`src/rtl/radix3_pkg.sv`:
```
`default_nettype none
// ============================================================================
//  Module   : radix3_pkg
//  Purpose  : Shared constants for the radix-3 inverse butterfly: the
//             sqrt(3)/2 coefficient and word-growth figures per stage.
//  Revision : 1.0  initial release
// ============================================================================
package radix3_pkg;

    // Width of the sqrt(3)/2 coefficient, unsigned Q1.(KW-1)
    localparam int KW = 16;

    // sqrt(3)/2 in Q1.15 (0.86602... * 32768 = 28377.9 -> 28378)
    localparam logic [KW-1:0] K_SQRT3_2 = 16'd28378;

    // b+c / b-c grow by one bit; the full-precision outputs grow by two
    localparam int SUM_GROWTH = 1;
    localparam int OUT_GROWTH = 2;

endpackage
`default_nettype wire

```
`src/rtl/radix3_const_mult.sv`:
```
`default_nettype none
// ============================================================================
//  Module   : radix3_const_mult
//  Purpose  : Multiplies a signed (DW+1)-bit operand by the unsigned
//             Q1.(KW-1) constant K and returns the product rounded half-up
//             back to integer scale: (d*K + 2^(KW-2)) >>> (KW-1).
//  Revision : 1.0  initial release
// ============================================================================
module radix3_const_mult
    import radix3_pkg::*;
#(
    parameter int              DW = 16,
    parameter int              KW = radix3_pkg::KW,
    parameter logic [KW-1:0]   K  = radix3_pkg::K_SQRT3_2
) (
    input  logic signed [DW:0] i_d,
    output logic signed [DW:0] o_m
);

    // Product width: signed operand plus a zero-extended (hence signed) K
    localparam int PW = DW + KW + 2;

    localparam logic signed [PW-1:0] C_HALF = PW'(1) <<< (KW - 2);
    localparam logic signed [PW-1:0] C_K    = PW'($signed({1'b0, K}));

    logic signed [PW-1:0] w_prod;
    logic signed [PW-1:0] w_rnd;

    // Full-precision product, half-up rounding offset, then drop the fraction
    always_comb begin
        w_prod = PW'(i_d) * C_K;
        w_rnd  = w_prod + C_HALF;
        o_m    = (DW + 1)'(w_rnd >>> (KW - 1));
    end

endmodule
`default_nettype wire

```
`src/rtl/radix_3_ifft.sv`:
```
`default_nettype none
// ============================================================================
//  Module   : radix_3_ifft
//  Purpose  : Streaming radix-3 inverse butterfly, one complex triplet per
//             clock. Three register stages under a single global stall
//             enable (en = !out_valid | out_ready).
//  Config   : RADIX3_IFFT_SCALE_EN - outputs rounded divide-by-4, OW = DW.
//             Undefined (default)   - full-precision outputs, OW = DW+2.
//  Revision : 1.0  initial release
// ============================================================================
module radix_3_ifft
    import radix3_pkg::*;
#(
    parameter int DW = 16,
    parameter int KW = radix3_pkg::KW,
`ifdef RADIX3_IFFT_SCALE_EN
    localparam int OW = DW
`else
    localparam int OW = DW + 2
`endif
) (
    input  logic                 clk,
    input  logic                 rst,
    input  logic                 in_valid,
    output logic                 in_ready,
    input  logic                 in_last,
    input  logic signed [DW-1:0] a_re,
    input  logic signed [DW-1:0] a_img,
    input  logic signed [DW-1:0] b_re,
    input  logic signed [DW-1:0] b_img,
    input  logic signed [DW-1:0] c_re,
    input  logic signed [DW-1:0] c_img,
    output logic                 out_valid,
    input  logic                 out_ready,
    output logic                 out_last,
    output logic signed [OW-1:0] x0_re,
    output logic signed [OW-1:0] x0_img,
    output logic signed [OW-1:0] x1_re,
    output logic signed [OW-1:0] x1_img,
    output logic signed [OW-1:0] x2_re,
    output logic signed [OW-1:0] x2_img
);

    localparam int SW = DW + SUM_GROWTH;   // s, d, m
    localparam int FW = DW + OUT_GROWTH;   // x0, t, x1, x2 before output scaling

    logic                 w_en;
    logic                 r_v1, r_l1, r_v2, r_l2;
    logic signed [DW-1:0] r_a_re, r_a_img;
    logic signed [SW-1:0] r_s_re, r_s_img, r_d_re, r_d_img;
    logic signed [SW-1:0] w_m_re, w_m_img, r_m_re, r_m_img;
    logic signed [FW-1:0] r_x0_re, r_x0_img, r_t_re, r_t_img;

    // Output formatting: rounded divide by 4 when scaling, else pass-through
    function automatic logic signed [OW-1:0] f_out(input logic signed [FW-1:0] v);
`ifdef RADIX3_IFFT_SCALE_EN
        return OW'((v + FW'(2)) >>> 2);
`else
        return v;
`endif
    endfunction

    // One enable for every stage keeps the pipeline bubble-free and lossless
    assign w_en     = !out_valid || out_ready;
    assign in_ready = w_en;

    // Stage-1/2 control: valid and last travel together with their triplet
    always_ff @(posedge clk) begin
        if (rst) begin
            r_v1 <= 1'b0;
            r_l1 <= 1'b0;
            r_v2 <= 1'b0;
            r_l2 <= 1'b0;
        end else if (w_en) begin
            r_v1 <= in_valid;
            r_l1 <= in_valid && in_last;
            r_v2 <= r_v1;
            r_l2 <= r_l1;
        end
    end

    // Stage 1: sum and difference of b and c at full precision, a delayed
    always_ff @(posedge clk) begin
        if (w_en) begin
            r_a_re  <= a_re;
            r_a_img <= a_img;
            r_s_re  <= SW'(b_re)  + SW'(c_re);
            r_s_img <= SW'(b_img) + SW'(c_img);
            r_d_re  <= SW'(b_re)  - SW'(c_re);
            r_d_img <= SW'(b_img) - SW'(c_img);
        end
    end

    radix3_const_mult #(.DW(DW), .KW(KW), .K(KW'(K_SQRT3_2))) u_mult_re (
        .i_d (r_d_re),
        .o_m (w_m_re)
    );

    radix3_const_mult #(.DW(DW), .KW(KW), .K(KW'(K_SQRT3_2))) u_mult_img (
        .i_d (r_d_img),
        .o_m (w_m_img)
    );

    // Stage 2: X0, the shared real-part term t = a - s/2 (floor), and m = K*d
    always_ff @(posedge clk) begin
        if (w_en) begin
            r_x0_re  <= FW'(r_a_re)  + FW'(r_s_re);
            r_x0_img <= FW'(r_a_img) + FW'(r_s_img);
            r_t_re   <= FW'(r_a_re)  - FW'(r_s_re  >>> 1);
            r_t_img  <= FW'(r_a_img) - FW'(r_s_img >>> 1);
            r_m_re   <= w_m_re;
            r_m_img  <= w_m_img;
        end
    end

    // Stage 3: rotate m by +j / -j onto t, register outputs (held while stalled)
    always_ff @(posedge clk) begin
        if (rst) begin
            out_valid <= 1'b0;
            out_last  <= 1'b0;
            x0_re     <= '0;
            x0_img    <= '0;
            x1_re     <= '0;
            x1_img    <= '0;
            x2_re     <= '0;
            x2_img    <= '0;
        end else if (w_en) begin
            out_valid <= r_v2;
            out_last  <= r_l2;
            x0_re     <= f_out(r_x0_re);
            x0_img    <= f_out(r_x0_img);
            x1_re     <= f_out(r_t_re  - FW'(r_m_img));
            x1_img    <= f_out(r_t_img + FW'(r_m_re));
            x2_re     <= f_out(r_t_re  + FW'(r_m_img));
            x2_img    <= f_out(r_t_img - FW'(r_m_re));
        end
    end

endmodule
`default_nettype wire

```
`config.mk`:
```
export PLATFORM = sky130hd
export DESIGN_NAME = radix_3_ifft
export DESIGN_NICKNAME = d
export VERILOG_FILES = /design/src/rtl/radix3_pkg.sv /design/src/rtl/radix3_const_mult.sv /design/src/rtl/radix_3_ifft.sv
export SDC_FILE = /design/constraint.sdc
export NUM_CORES = 1
export LEC_CHECK = 0
export ABC_AREA = 1
export CAP_MARGIN = 10
export CORE_UTILIZATION = 30
export CTS_CLUSTER_DIAMETER = 60
export CTS_CLUSTER_SIZE = 40
export DETAILED_ROUTE_END_ITERATION = 8
export SLEW_MARGIN = 10
export SYNTH_ARGS = -nofsm -noshare
export SYNTH_HDL_FRONTEND = slang
export SYNTH_HIERARCHICAL = 1
export SYNTH_SLANG_ARGS = --single-unit
```
`constraint.sdc`:
```
create_clock -name clk -period 13.3 [get_ports clk]
set_clock_uncertainty 0.1 [all_clocks]
set_input_delay 1.995 -clock clk [delete_from_list [all_inputs] [get_ports clk]]
set_output_delay 1.995 -clock clk [all_outputs]
set_load 0.03 [all_outputs]
```
==> flow_summary.json, run 1 <==
{
  "drive_gt1_frac": 0.0516,
  "hold_viol": 0,
  "cts.sinks": 314,
  "h-tree-depth": 2,
  "startpoint_type": "input port",
  "place_hpwl_um": 80300,
  "tns_ps": 0,
  "slew_headroom": 0.234,
  "globalRouteMet3Util": 0.0149,
  "vias_per_cell": 4.52,
  "place_congestion": 0.925,
  "ctsRootBufferMaster": "clkbuf_16",
  "rsz0062_at_grt": "no",
  "remaining_drc_errors": 0,
  "syn_area_per_cell_um2": 7.76,
  "grtUsageMet2": 0.276,
  "rows": 124,
  "maxSlewViolCount": 0,
  "synthTopCellsByCount": "1043 x inv_1, 897 x nand2_1, 412 x ha_1",
  "ioPinCount": 212,
  "yosys_warnings": 6,
  "setup_violations": 0,
  "cts_setup_buffers": 0,
  "clock_path_buffers": 3,
  "vias": 28050,
  "synth_edf_count": 202,
  "synthesis.area_um2": 34600,
  "cts_buffers": 44,
  "grt_pass1_wl_um": 151000,
  "syn_nets": 5231,
  "drt_iter0_drc": 1659,
  "synth.most_common_cell": "inv_1",
  "grt.total_usage": 0.163,
  "ys_seq_area_frac": 0.240,
  "path_class": "input port to output pin",
  "fmax_ghz": 0.153,
  "cts_hold_buffers": 0,
  "hold_path_class": "flop to flop",
  "dieHeight_um": 342,
  "detail-route-antenna-nets": 0,
  "netlist_instances": 4460,
  "cp_max_fo": 77,
  "arrival_ps": 4440,
  "fp.coreArea_um2": 114000,
  "synth_top_cell_area_share": 0.175,
  "ys_ff_latch": 314,
  "syn2layout_area_growth_pct": 15.4,
  "wl_per_cell_um": 15.3,
  "die_width_um": 342,
  "ys_types": 52,
  "layout_min_cycle_time_ps": 6540,
  "synth_area_leaders": "edfxtp_1 18%, fa_1 15%, ha_1 15%, inv_1 11%, nand2_1 9.7%",
  "grt_max_degree": 78,
  "clk_latency_ps": 600,
  "fin_util": 0.349,
  "fill_cells": 11998,
  "busiest_layer": "met2",
  "synth_top_area_cell": "edfxtp_1",
  "fin_crit_sh": 0.491,
  "run_status": "complete, no violations",
  "postCtsResizedCells": 0,
  "die_area_um2": 117000,
  "io_buffers": 211,
  "tightest_slew_ps": 1140,
  "firstDrtPassIters": 5,
  "antenna_found_initial": 2,
  "worstSetupEndpointType": "output pin",
  "cts_tree": "built",
  "final_nets": 5423,
  "maxCapViolCount": 0,
  "synthArstFlopShare": 0,
  "ys.flop_type": "edfxtp_1",
  "routed_wl_um": 95000,
  "first_global_vias": 28099,
  "grt_overflow": 0,
  "grt.met1_usage": 0.220,
  "critical_path_required_ps": 11200,
  "path_clk_slew_ps": 60,
  "initial_core_util": 0.303
}
-- cells by family (layout without fill, tap and decap cells) --
logic type	after synthesis	in the layout	share of synthesized area
and+or+nand+nor	1632	1632	0.205
buffers and inverters	1139	1367	0.127
adders and majority gates	670	670	0.298
AOI/OAI and AO/OA	555	555	0.0919
DFF	314	314	0.240
xor gates and xnor gates	150	150	0.0380
other	0	2	0
-- final cells by class --
class,instances,area (µm²),share of cell area
multi-input combinational,3007,21900,0.548
inverter,1067,4020,0.101
antenna,2,5.00,0.000125
sequential,314,8310,0.208
tap,1512,1890,0.0474
timing repair buffer,218,2160,0.0542
clock buffer,48,1200,0.0301
clock inverter,34,460,0.0115
-- sequential cells by signal, indices dropped and copies added, names as in the netlist, 17 cells and up --
name / cells
r_x0_img: 18
r_x0_re: 18
x0_img: 18
x0_re: 18
x1_img: 18
x1_re: 18
r_d_img: 17
r_m_img: 17
r_m_re: 17
r_s_re: 17
r_t_img: 17
r_t_re: 17
x2_img: 17
x2_re: 17
-- metrics by stage --
step                setup slack [ps]  cells  instance area, µm²  hold slack (ps)
floorplan                       6270   4460               34600              330
CTS                             6700   6200               39900              364
global route                    6590   6200               39900              377
detailed placement              6700   6118               38300              356
finish                          6760   6202               39900              367
global placement                6710   6118               38300              345
-- path summary, 6_finish.rpt --
kind | to | slack [ps] | cells past startpoint | startpoint
max | in_ready | 6760 | 5 | out_ready
min | r_v1 | 370 | 2 | r_v1
max reg2reg | r_m_img[15] | 7160 | 22 | r_d_img[16]
min reg2reg | r_v1 | 370 | 2 | r_v1
-- routing by layer --
layer  wire, µm  vias to the layer above
li1           -                    14309
met1      44600                    13163
met2      44500                      457
met3       3200                      121
met4       2660                        0
met5          0                        -
-- worst max-delay path, stage by stage --
cell and delay, ps:
clkdlybuf4s50_1 440, nor2_4 110, buf_4 710, inv_8 380, clkdlybuf4s50_1 750
-- placed cells by master (no fill, tap or decap), drive strengths merged, types with 9 or more instances in the layout --
master	synthesis	routed
inv	1064	1085
nand2	939	939
ha	412	412
nor2	346	346
fa	258	258
nand3	231	231
a21oi	227	227
o21ai	214	214
clkdlybuf4s50	0	211
edfxtp	202	202
dfxtp	112	112
xor2	110	110
o21bai	59	59
clkbuf	22	48
xnor2	40	40
nand4	38	38
nor3	35	35
a21o	18	18
clkinv	3	16
and2	14	14
nand3b	14	14
o211ai	10	10
a31oi	9	9
nor4	9	9
Power of run 1 is not shown: default switching activity piles up to over one toggle a cycle in this logic, so the estimate is an artifact.
==> run 2: changes to the inputs <==
clock period = 5.41 ns   (was 13.3 ns; I/O delays follow)
==> flow_summary.json, run 2 (synthesis gave the netlist of run 1 again) <==
{
  "vias_per_cell": 4.54,
  "reg2reg_depth": 24,
  "crit_buf_inv": 5,
  "vias": 29538,
  "grt_overflow": 0,
  "worst_slack_ps": -218,
  "final_common_cell": "inv_1",
  "place_hpwl_um": 83700,
  "min-delay-start": "r_v2",
  "path_depth": 24,
  "hold_path_depth": 2,
  "crit_family": "adder cells",
  "grt.met1_usage": 0.234,
  "tightest_slew_ps": 1240,
  "path_class": "flop to flop",
  "place_inst": 6354,
  "max_stage_delay_ps": 540,
  "slew_headroom": 0.166,
  "grt_pass1_wl_um": 160000,
  "detail-route-antenna-nets": 0,
  "startpoint_type": "flop",
  "cts_buffers": 43,
  "worstSetupStartpoint": "r_d_re[12]",
  "die_width_um": 342,
  "layout_min_cycle_time_ps": 5630,
  "io_buffers": 211,
  "clock_path_buffers": 3,
  "drt_iter0_drc": 1791,
  "ioPinCount": 212,
  "maxCapViolCount": 0,
  "dieHeight_um": 342,
  "clk_latency_ps": 610,
  "worst_path_most_repeated_cell": "fa_1",
  "violations": "setup timing",
  "run_status": "finished with violations",
  "firstDrtPassIters": 7,
  "final_cell_mix": "988 x inv_1, 780 x nand2_1, 346 x ha_1",
  "grtUsageMet2": 0.291,
  "n_antenna_cell": 0,
  "reg2reg_to": "r_m_re[16]",
  "critical_path_required_ps": 5680,
  "initial_core_util": 0.303,
  "wl_per_cell_um": 15.7,
  "cts.sinks": 314,
  "grt_max_degree": 157,
  "syn2layout_area_growth_pct": 28.1,
  "setup_violations": 29,
  "hold_viol": 0,
  "cp_max_fo": 6,
  "die_area_um2": 117000,
  "critPathSlowestCell": "fa_1",
  "h-tree-depth": 2,
  "first_global_vias": 29386,
  "instances_no_fill": 6500,
  "maxSlewViolCount": 0,
  "globalRouteMet3Util": 0.0212,
  "arrival_ps": 5890,
  "cts_hold_buffers": 0,
  "antenna_found_initial": 4,
  "final_nets": 5726,
  "remaining_drc_errors": 0,
  "routed_wl_um": 102000,
  "cts_tree": "built",
  "worstSetupEndpointType": "flop",
  "ctsRootBufferMaster": "clkbuf_16",
  "fmax_ghz": 0.178,
  "path_cells": "buf_6 -> ha_4 -> inv_4 -> fa_1 -> inv_2 -> fa_1 -> fa_1 -> fa_1 -> inv_1 -> fa_1 -> inv_2 -> ha_4 -> nand2_4 -> nor2_4 -> and2_4 -> nand2_2 -> nand3b_1 -> nand2_2 -> nor2_4 -> nand3_4 -> nor2_8 -> nand3_2 -> nand2_1 -> nand2_1",
  "fin_crit_sh": 1.04,
  "drive_gt1_frac": 0.178,
  "grt.total_usage": 0.173,
  "fp.coreArea_um2": 114000,
  "busiest_layer": "met2",
  "hold_path_class": "flop to flop",
  "holdPathEnd": "r_v2",
  "rsz0062_at_grt": "yes",
  "place_congestion": 0.933,
  "path_clk_slew_ps": 80,
  "rows": 124,
  "r2r_setup_slack_ps": -220,
  "reg2reg_from": "r_d_re[12]"
}
[run 2: worst max path at each step]
stage / to / slack (ps)
after floorplan: r_m_re[15] / -20
after global placement: r_m_re[16] / -390
after detailed placement: r_m_re[13] / -440
after CTS: r_m_img[16] / -230
after global routing: r_m_img[11] / -540
final: r_m_re[16] / -220
[run 2: worst reg2reg max path: cells and delay by family (launching register included)]
kind          cells  cell delay (ps)
fa+ha+maj         7             3110
flops             1              520
buf+inv           5              370
simple gates     12             1310
[run 2: per-layer routing]
| metal | share of wire | wire (µm) |
|---|---|---|
| met1 | 0.46 | 47000 |
| met3 | 0.043 | 4380 |
| met2 | 0.47 | 47900 |
| met5 | 0 | 0 |
| met4 | 0.025 | 2550 |
[run 2: repair_timing]
action	in CTS	in global routing
setup buffers	44	29
setup endpoints to repair	32	32
pin swaps	146	157
resized for setup	257	181
[run 2: final cells by class]
type | count | area [µm²]
Clock inverter | 34 | 513
Inverter | 1067 | 4030
Tap cell | 1512 | 1890
Fill cell | 11708 | 70000
Multi-Input combinational cell | 3007 | 23900
Sequential cell | 314 | 8310
Timing Repair Buffer | 522 | 4620
Clock buffer | 44 | 1100
[run 2: metrics by stage]
| step | setup TNS, ps | setup WS, ps | util | hold WS, ps | area (µm²) |
|---|---|---|---|---|---|
| floorplan | -15.1 | -15.1 | - | 330 | 34900 |
| global placement | -8370 | -393 | 0.353 | 345 | 40400 |
| detailed placement | -9330 | -440 | 0.353 | 350 | 40400 |
| CTS | -4540 | -230 | 0.379 | 361 | 43400 |
| global route | -11840 | -535 | 0.388 | 387 | 44300 |
| finish | -4270 | -218 | 0.388 | 359 | 44300 |
Power of run 2 is left out for the same reason.
